<file path="config.mk">
export PLATFORM = sky130hd
export DESIGN_NAME = carrier_loop_nco_flat
export DESIGN_NICKNAME = d
export VERILOG_FILES = /design/src/rtl/carrier_loop_nco_pkg.sv /design/src/rtl/carrier_loop_nco_if.sv /design/src/rtl/carrier_lock_detect.sv /design/src/rtl/carrier_loop_nco.sv /design/src/flat_wrapper.sv
export SDC_FILE = /design/constraint.sdc
export NUM_CORES = 1
export LEC_CHECK = 0
export ABC_CLOCK_PERIOD_IN_PS = 10300
export CAP_MARGIN = 20
export CORE_MARGIN = 4
export CORE_UTILIZATION = 29
export CTS_BUF_LIST = sky130_fd_sc_hd__clkbuf_16
export DETAILED_ROUTE_END_ITERATION = 7
export PLACE_DENSITY = 0.58
export SLEW_MARGIN = 25
export SYNTH_ARGS = -nofsm -noshare
export SYNTH_HDL_FRONTEND = slang
export SYNTH_SLANG_ARGS = --single-unit
</file>
<file path="constraint.sdc">
create_clock -name clk -period 10.3 [get_ports clk]
set_input_delay 2.06 -clock clk [delete_from_list [all_inputs] [get_ports clk]]
set_output_delay 2.06 -clock clk [all_outputs]
set_load 0.01 [all_outputs]
</file>
<file path="src/rtl/carrier_loop_nco_pkg.sv">
// Shared carrier-loop definitions: widths, lock-state encodings and error magnitude.
package carrier_loop_nco_pkg;

    localparam int unsigned FREQ_WIDTH = 32;
    localparam int unsigned LAG_WIDTH  = 40;

    // One-hot lock state encodings
    localparam logic [1:0] LOCK_UNLOCKED = 2'b01;
    localparam logic [1:0] LOCK_LOCKED   = 2'b10;

    // |e| for an 8-bit two's-complement error; -128 folds to 127 so the result fits 7 bits.
    function automatic logic [6:0] err_mag(input logic [7:0] e);
        logic [7:0] neg;
        neg = 8'd0 - e;
        if (e == 8'h80) begin
            return 7'h7f;
        end else if (e[7]) begin
            return neg[6:0];
        end else begin
            return e[6:0];
        end
    endfunction

endpackage

</file>
<file path="src/rtl/carrier_loop_nco_if.sv">
// Sample-stream bus between the loop filter (master) and the NCO/lock block (slave).
interface carrier_loop_nco_if #(
    parameter int unsigned CNT_WIDTH = 16
);
    import carrier_loop_nco_pkg::*;

    logic                   clkEn;
    logic [7:0]             error;
    logic [4:0]             leadExp;
    logic [LAG_WIDTH-1:0]   lagAccum;
    logic [FREQ_WIDTH-1:0]  centerFreq;
    logic [6:0]             lockThreshold;
    logic [CNT_WIDTH-1:0]   lockCount;
    logic [CNT_WIDTH-1:0]   unlockCount;
    logic                   phaseReset;
    logic [FREQ_WIDTH-1:0]  freq;
    logic [FREQ_WIDTH-1:0]  phase;
    logic                   carrierInSync;

    modport master (
        output clkEn, error, leadExp, lagAccum, centerFreq,
        output lockThreshold, lockCount, unlockCount, phaseReset,
        input  freq, phase, carrierInSync
    );

    modport slave (
        input  clkEn, error, leadExp, lagAccum, centerFreq,
        input  lockThreshold, lockCount, unlockCount, phaseReset,
        output freq, phase, carrierInSync
    );

endinterface

</file>
<file path="src/rtl/carrier_lock_detect.sv">
// Carrier lock detector: counts consecutive good/bad error samples and drives carrierInSync.
module carrier_lock_detect
    import carrier_loop_nco_pkg::*;
#(
    parameter int unsigned CNT_WIDTH = 16
) (
    input  logic                 clk,
    input  logic                 reset,
    input  logic                 clk_en_i,
    input  logic [7:0]           error_i,
    input  logic [6:0]           lock_threshold_i,
    input  logic [CNT_WIDTH-1:0] lock_count_i,
    input  logic [CNT_WIDTH-1:0] unlock_count_i,
    output logic                 carrier_in_sync_o
);

    logic [1:0]           state_q, state_d;
    logic                 sync_q, sync_d;
    logic [CNT_WIDTH-1:0] good_q, good_d;
    logic [CNT_WIDTH-1:0] bad_q, bad_d;

    logic                 good_smp;
    logic [CNT_WIDTH-1:0] good_inc, bad_inc;
    logic [CNT_WIDTH-1:0] lock_min, unlock_min;

    // Sample qualification and saturating increments
    always_comb begin
        good_smp   = err_mag(error_i) < lock_threshold_i;
        good_inc   = (&good_q) ? good_q : good_q + 1'b1;
        bad_inc    = (&bad_q) ? bad_q : bad_q + 1'b1;
        lock_min   = (lock_count_i == '0) ? CNT_WIDTH'(1) : lock_count_i;
        unlock_min = (unlock_count_i == '0) ? CNT_WIDTH'(1) : unlock_count_i;
    end

    // Lock FSM next state; only advances on enabled samples
    always_comb begin
        state_d = state_q;
        sync_d  = sync_q;
        good_d  = good_q;
        bad_d   = bad_q;
        if (clk_en_i) begin
            case (state_q)
                LOCK_UNLOCKED: begin
                    if (!good_smp) begin
                        good_d = '0;
                    end else if (good_inc >= lock_min) begin
                        state_d = LOCK_LOCKED;
                        sync_d  = 1'b1;
                        good_d  = '0;
                        bad_d   = '0;
                    end else begin
                        good_d = good_inc;
                    end
                end
                LOCK_LOCKED: begin
                    if (good_smp) begin
                        bad_d = '0;
                    end else if (bad_inc >= unlock_min) begin
                        state_d = LOCK_UNLOCKED;
                        sync_d  = 1'b0;
                        good_d  = '0;
                        bad_d   = '0;
                    end else begin
                        bad_d = bad_inc;
                    end
                end
                default: begin
                    state_d = LOCK_UNLOCKED;
                    sync_d  = 1'b0;
                    good_d  = '0;
                    bad_d   = '0;
                end
            endcase
        end
    end

    // Lock state registers with synchronous reset
    always_ff @(posedge clk) begin
        if (reset) begin
            state_q <= LOCK_UNLOCKED;
            sync_q  <= 1'b0;
            good_q  <= '0;
            bad_q   <= '0;
        end else begin
            state_q <= state_d;
            sync_q  <= sync_d;
            good_q  <= good_d;
            bad_q   <= bad_d;
        end
    end

    assign carrier_in_sync_o = sync_q;

endmodule

</file>
<file path="src/rtl/carrier_loop_nco.sv">
// Carrier loop back end: lead path, frequency word summation, NCO phase and lock detect.
module carrier_loop_nco
    import carrier_loop_nco_pkg::*;
#(
    parameter int unsigned MAX_LEAD_SHIFT = 24,
    parameter int unsigned CNT_WIDTH      = 16
) (
    input  logic               clk,
    input  logic               reset,
    carrier_loop_nco_if.slave  bus
);

    logic [FREQ_WIDTH-1:0] lead_q, lead_d;
    logic [FREQ_WIDTH-1:0] freq_q, freq_d;
    logic [FREQ_WIDTH-1:0] phase_q, phase_d;
    logic [4:0]            lead_sh;
    logic [4:0]            lead_exp_m1;
    logic                  unused_lag;

    // Only the integer part of the lag accumulator feeds the frequency word
    assign unused_lag = ^bus.lagAccum[7:0];

    // Lead shifter: shift of leadExp-1, clamped at MAX_LEAD_SHIFT
    always_comb begin
        lead_exp_m1 = bus.leadExp - 5'd1;
        if (lead_exp_m1 > 5'(MAX_LEAD_SHIFT)) begin
            lead_sh = 5'(MAX_LEAD_SHIFT);
        end else begin
            lead_sh = lead_exp_m1;
        end
        if (bus.leadExp == 5'd0) begin
            lead_d = '0;
        end else begin
            lead_d = {{(FREQ_WIDTH-8){bus.error[7]}}, bus.error} << lead_sh;
        end
    end

    // Frequency word and phase integration; all sums wrap modulo 2^32
    always_comb begin
        freq_d  = bus.centerFreq + bus.lagAccum[LAG_WIDTH-1:8] + lead_q;
        phase_d = phase_q + freq_q;
    end

    // Pipeline registers; phaseReset clears phase even with clkEn low
    always_ff @(posedge clk) begin
        if (reset) begin
            lead_q  <= '0;
            freq_q  <= '0;
            phase_q <= '0;
        end else begin
            if (bus.clkEn) begin
                lead_q <= lead_d;
                freq_q <= freq_d;
            end
            if (bus.phaseReset) begin
                phase_q <= '0;
            end else if (bus.clkEn) begin
                phase_q <= phase_d;
            end
        end
    end

    assign bus.freq  = freq_q;
    assign bus.phase = phase_q;

    carrier_lock_detect #(
        .CNT_WIDTH (CNT_WIDTH)
    ) u_lock (
        .clk               (clk),
        .reset             (reset),
        .clk_en_i          (bus.clkEn),
        .error_i           (bus.error),
        .lock_threshold_i  (bus.lockThreshold),
        .lock_count_i      (bus.lockCount),
        .unlock_count_i    (bus.unlockCount),
        .carrier_in_sync_o (bus.carrierInSync)
    );

endmodule

</file>
<file path="src/flat_wrapper.sv">
// flat-port wrapper written by rule: the top's interface ports become plain ports
module carrier_loop_nco_flat import carrier_loop_nco_pkg::*;
#(
    parameter int unsigned MAX_LEAD_SHIFT = 24,
    parameter int unsigned CNT_WIDTH      = 16
)
  (clk, reset, bus_clkEn, bus_error, bus_leadExp, bus_lagAccum, bus_centerFreq, bus_lockThreshold, bus_lockCount, bus_unlockCount, bus_phaseReset, bus_freq, bus_phase, bus_carrierInSync);
  carrier_loop_nco_if #(.CNT_WIDTH(CNT_WIDTH)) bus_i ();
  input  logic clk;
  input  logic reset;
  input wire logic [$bits(bus_i.clkEn)-1:0] bus_clkEn;
  input wire logic [$bits(bus_i.error)-1:0] bus_error;
  input wire logic [$bits(bus_i.leadExp)-1:0] bus_leadExp;
  input wire logic [$bits(bus_i.lagAccum)-1:0] bus_lagAccum;
  input wire logic [$bits(bus_i.centerFreq)-1:0] bus_centerFreq;
  input wire logic [$bits(bus_i.lockThreshold)-1:0] bus_lockThreshold;
  input wire logic [$bits(bus_i.lockCount)-1:0] bus_lockCount;
  input wire logic [$bits(bus_i.unlockCount)-1:0] bus_unlockCount;
  input wire logic [$bits(bus_i.phaseReset)-1:0] bus_phaseReset;
  output wire logic [$bits(bus_i.freq)-1:0] bus_freq;
  output wire logic [$bits(bus_i.phase)-1:0] bus_phase;
  output wire logic [$bits(bus_i.carrierInSync)-1:0] bus_carrierInSync;
  assign bus_i.clkEn = bus_clkEn;
  assign bus_i.error = bus_error;
  assign bus_i.leadExp = bus_leadExp;
  assign bus_i.lagAccum = bus_lagAccum;
  assign bus_i.centerFreq = bus_centerFreq;
  assign bus_i.lockThreshold = bus_lockThreshold;
  assign bus_i.lockCount = bus_lockCount;
  assign bus_i.unlockCount = bus_unlockCount;
  assign bus_i.phaseReset = bus_phaseReset;
  assign bus_freq = bus_i.freq;
  assign bus_phase = bus_i.phase;
  assign bus_carrierInSync = bus_i.carrierInSync;
  carrier_loop_nco #(.MAX_LEAD_SHIFT(MAX_LEAD_SHIFT), .CNT_WIDTH(CNT_WIDTH)) u_core (.clk(clk), .reset(reset), .bus(bus_i));
endmodule
</file>
==> impl_metrics.toml <==
[min_path]
worstHoldEndpoint = "u_core.lead_q[0]"
min_path_cells = 2
hold_class = "flip-flop to flip-flop"
hp-start = "u_core.lead_q[0]"

[clock_network]
cts.sinks = 130
path_clk_slew_ns = 0.06
htreeDepth = 4
cts-buffers-inserted = 17
clockBufferDepth = 2
cts_root_buf = "clkbuf_16"
cts_setup_buffers = 0
clock_latency_ns = 0.43
cts_tree = "done"
ctsHoldBuffers = 0
cts_resized = 0

[layout]
nets = 1747
seq_area_sq_mm = 0.002603
fillers = 3738
multi_input_area_sq_mm = 0.007860
final_common_cell = "clkdlybuf4s50_1"
drive_gt1_share_pct = 4.013
syn_to_final_growth_pct = 26.31
stdcell_area_sq_mm = 0.01381
layout_common_cells = "182 x clkdlybuf4s50_1, 130 x dfxtp_1, 116 x nand2_1, 110 x nor2_1, 104 x ha_1"

[synthesis]
yosysWarningCount = 0
synth_fa_ha_area_share_pct = 17.94
syn-num-nets = 1599
avgSynthCellArea_sq_um = 8.198
netlist_area_sq_mm = 0.01094
synth-async-reset-ratio_pct = 0
synthSimpleGateAreaFrac_pct = 18.81
synth.area.mux_share_pct = 4.919
synthFlopType = "dfxtp_1"
syn_inst = 1334
synth_edf_count = 0
yosys_register_bits = 130
synth_compound_area_share_pct = 24.47
synth_xor_area_share_pct = 5.526
yosysSeqAreaShare_pct = 23.80
synth_top_family_by_area = "compound AO/OA/AOI/OAI gates"
yosysUniqueCellTypes = 80

[timing]
rsz0062_at_grt = "no"
worstMarginPinSlew_ns = 1.018
timing.final.hold_violations = 0
hold_ws_ns = 0.4688
slew_headroom_pct = 31.91
max_freq_mhz = 162.5
setup_tns_ns = 0
finClkSkew_ns = 0.009341
finalSetupViolCount = 0
fin_crit_sh_pct = 59.76
final_max_slew_viol_count = 0
finalCriticalPeriod_ns = 6.155

[power]
power_density_mw_per_mm2 = 132.5
power.leakage_uw = 0.005865
p_clk_share_pct = 34.2
p_sw_share_pct = 34.03
ir_drop_v = 0.0001332
pwr-share-seq_pct = 31.8
p_switching_uw = 623.0
power.internal_uw = 1208
pwr-share-comb_pct = 34.0

[place]
place_hpwl_mm = 26.53
place.gp.congestion = 0.8740
numPortBuffers = 184
place_area_sq_mm = 0.01320

[floorplanning]
fp.coreArea_sq_mm = 0.03687
row_count = 70
pin_count = 193
die_y_um = 202.2
start_util_pct = 29.66
die_w_um = 202.2
die_area_sq_mm = 0.04088

[route]
drt_first_iter_violations = 632
drt_wl_total_mm = 33.69
routed-via-count = 10320
ant_nets = 0
drt_pass1_iterations = 5
routedWlPerCell_um = 16.84
via_per_inst = 5.158
route.detailed.drc = 0

[worst_setup_path]
cp.arrival_ns = 6.53
path_class = "input port to flip-flop"
rrSetupSlack_ns = 5.13
path_max_fanout = 12
rr_endpoint = "u_core.u_lock.bad_q[6]"
required_ns = 10.67
r2r_start = "u_core.u_lock.bad_q[3]"
cp-end-kind = "flip-flop"
critPathLaunchType = "input port"
worst_r2r_path_depth = 14

[global_route]
grt_pass1_vias = 9845
grt_usage_pct = 16.03
grt_max_degree = 65
grt_pass1_wl_mm = 53.50
antenna_found_initial = 5
grt_remaining_overflow = 0

[outcome]
status = "finished clean"

[flow_run]
maxCapViolations = 0
==> state kept, by name (all words and copies together) (netlist names) <==
register / cells
u_core.lead_q: 32
u_core.bus.freq: 32
u_core.bus.phase: 32
u_core.u_lock.state_q: 2
u_core.u_lock.bad_q: 16
u_core.u_lock.good_q: 16
==> layer usage <==
layer | track usage (%) | wire length (um) | share of wire (%) | vias up
met1 | 21.43 | 15710 | 47 | 4837
met5 | 0 | 49 | 0.15 | -
met2 | 26.43 | 15520 | 46 | 255
met3 | 3.626 | 1945 | 5.8 | 37
li1 | - | - | - | 5178
met4 | 3.734 | 459 | 1.4 | 8
==> kinds of logic after synthesis <==
kind of cell | after synthesis
AO/OA/AOI/OAI | 399
XOR/XNOR | 69
adder cells (fa/ha/maj) | 137
buffers and inverters | 129
flip-flops | 130
multiplexers | 47
AND/OR/NAND/NOR | 423
==> critical path, cell delays in order <==
cell	delay [ns]
clkdlybuf4s50_1	0.48
inv_1	0.17
ha_1	0.18
or3b_4	0.41
or4_1	0.56
o211ai_1	0.15
ha_1	0.27
a21o_1	0.16
a2111oi_2	0.45
o21ai_2	0.20
nand2b_1	0.15
nand3_1	0.38
nor3b_2	0.68
a22o_1	0.22
==> how the worst max path moves through the flow <==
stage               slack [ns]  depth (start not counted)                 endpoint    startpoint
floorplan                 4.95                         15  u_core.u_lock.good_q[3]  bus_error[1]
global route              3.81                         14   u_core.u_lock.bad_q[6]  bus_error[0]
detailed placement        3.71                         14   u_core.u_lock.bad_q[6]  bus_error[1]
finish                    4.14                         14   u_core.u_lock.bad_q[6]  bus_error[1]
global placement          3.81                         14  u_core.u_lock.bad_q[12]  bus_error[1]
CTS                       4.16                         14   u_core.u_lock.bad_q[6]  bus_error[1]
==> power groups by stage <==
stage                     registers, uW  clock network [uW]  logic [uW]
after global routing                588                 654         692
after global placement              596                   0         612
after detailed placement            596                   0         621
after floorplan                     588                   0         394
final                               582                 626         622
after CTS                           585                 641         624
==> metrics by stage <==
stage          total power, uW  util, %  worst slack, ns  cells
2_1_floorplan            982.4        -            4.952   1334
3_3_place_gp              1207    35.79            3.810   1967
3_5_place_dp              1216    35.79            3.710   1967
4_1_cts                   1850    37.40            4.164   1999
5_1_grt                   1933    37.46            3.812   1999
6_report                  1831    37.47            4.145   2000
==> area by class of cell <==
class / instances / area share, %
multi-input cells: 1075 / 56.90
flip-flops and latches: 130 / 18.84
repair buffers: 188 / 13.48
well taps: 504 / 4.565
clock buffers: 17 / 3.079
inverters: 70 / 1.902
clock inverters: 15 / 1.223
diodes: 1 / 0.01811
==> synth_stat cells, types with 5 or more instances <==
cell type | count | area (sq um)
inv_1 | 69 | 259.0
buf_2 | 7 | 35.03
a31oi_1 | 14 | 87.58
nor3_1 | 30 | 150.1
xnor2_1 | 44 | 385.4
a211oi_1 | 24 | 180.2
mux4_2 | 5 | 112.6
o31ai_1 | 13 | 97.59
nor3b_1 | 6 | 45.04
xor2_1 | 25 | 219.0
fa_1 | 33 | 660.6
nand4_1 | 9 | 56.30
a21o_1 | 41 | 307.8
and3_1 | 18 | 112.6
clkbuf_1 | 50 | 187.7
o22ai_1 | 8 | 50.05
or4_1 | 8 | 60.06
a21oi_1 | 99 | 495.5
o21ai_0 | 58 | 290.3
nor2b_1 | 13 | 81.33
o21bai_1 | 17 | 127.6
a221oi_1 | 5 | 43.79
o211ai_1 | 13 | 97.59
a32o_1 | 6 | 60.06
a41oi_1 | 5 | 43.79
o21ai_1 | 14 | 70.07
and4_1 | 5 | 43.79
or3_1 | 12 | 75.07
and2_1 | 6 | 37.54
a22o_1 | 11 | 96.34
nand2_1 | 116 | 435.4
nand3_1 | 42 | 210.2
a32oi_1 | 5 | 43.79
nand2b_1 | 23 | 143.9
ha_1 | 104 | 1301
mux2i_1 | 38 | 380.4
nor4_1 | 7 | 43.79
nor2_1 | 111 | 416.7
dfxtp_1 | 130 | 2603
o21a_1 | 18 | 135.1
a22oi_1 | 7 | 52.55
No activity file was read; power rests on OpenSTA's default activity.
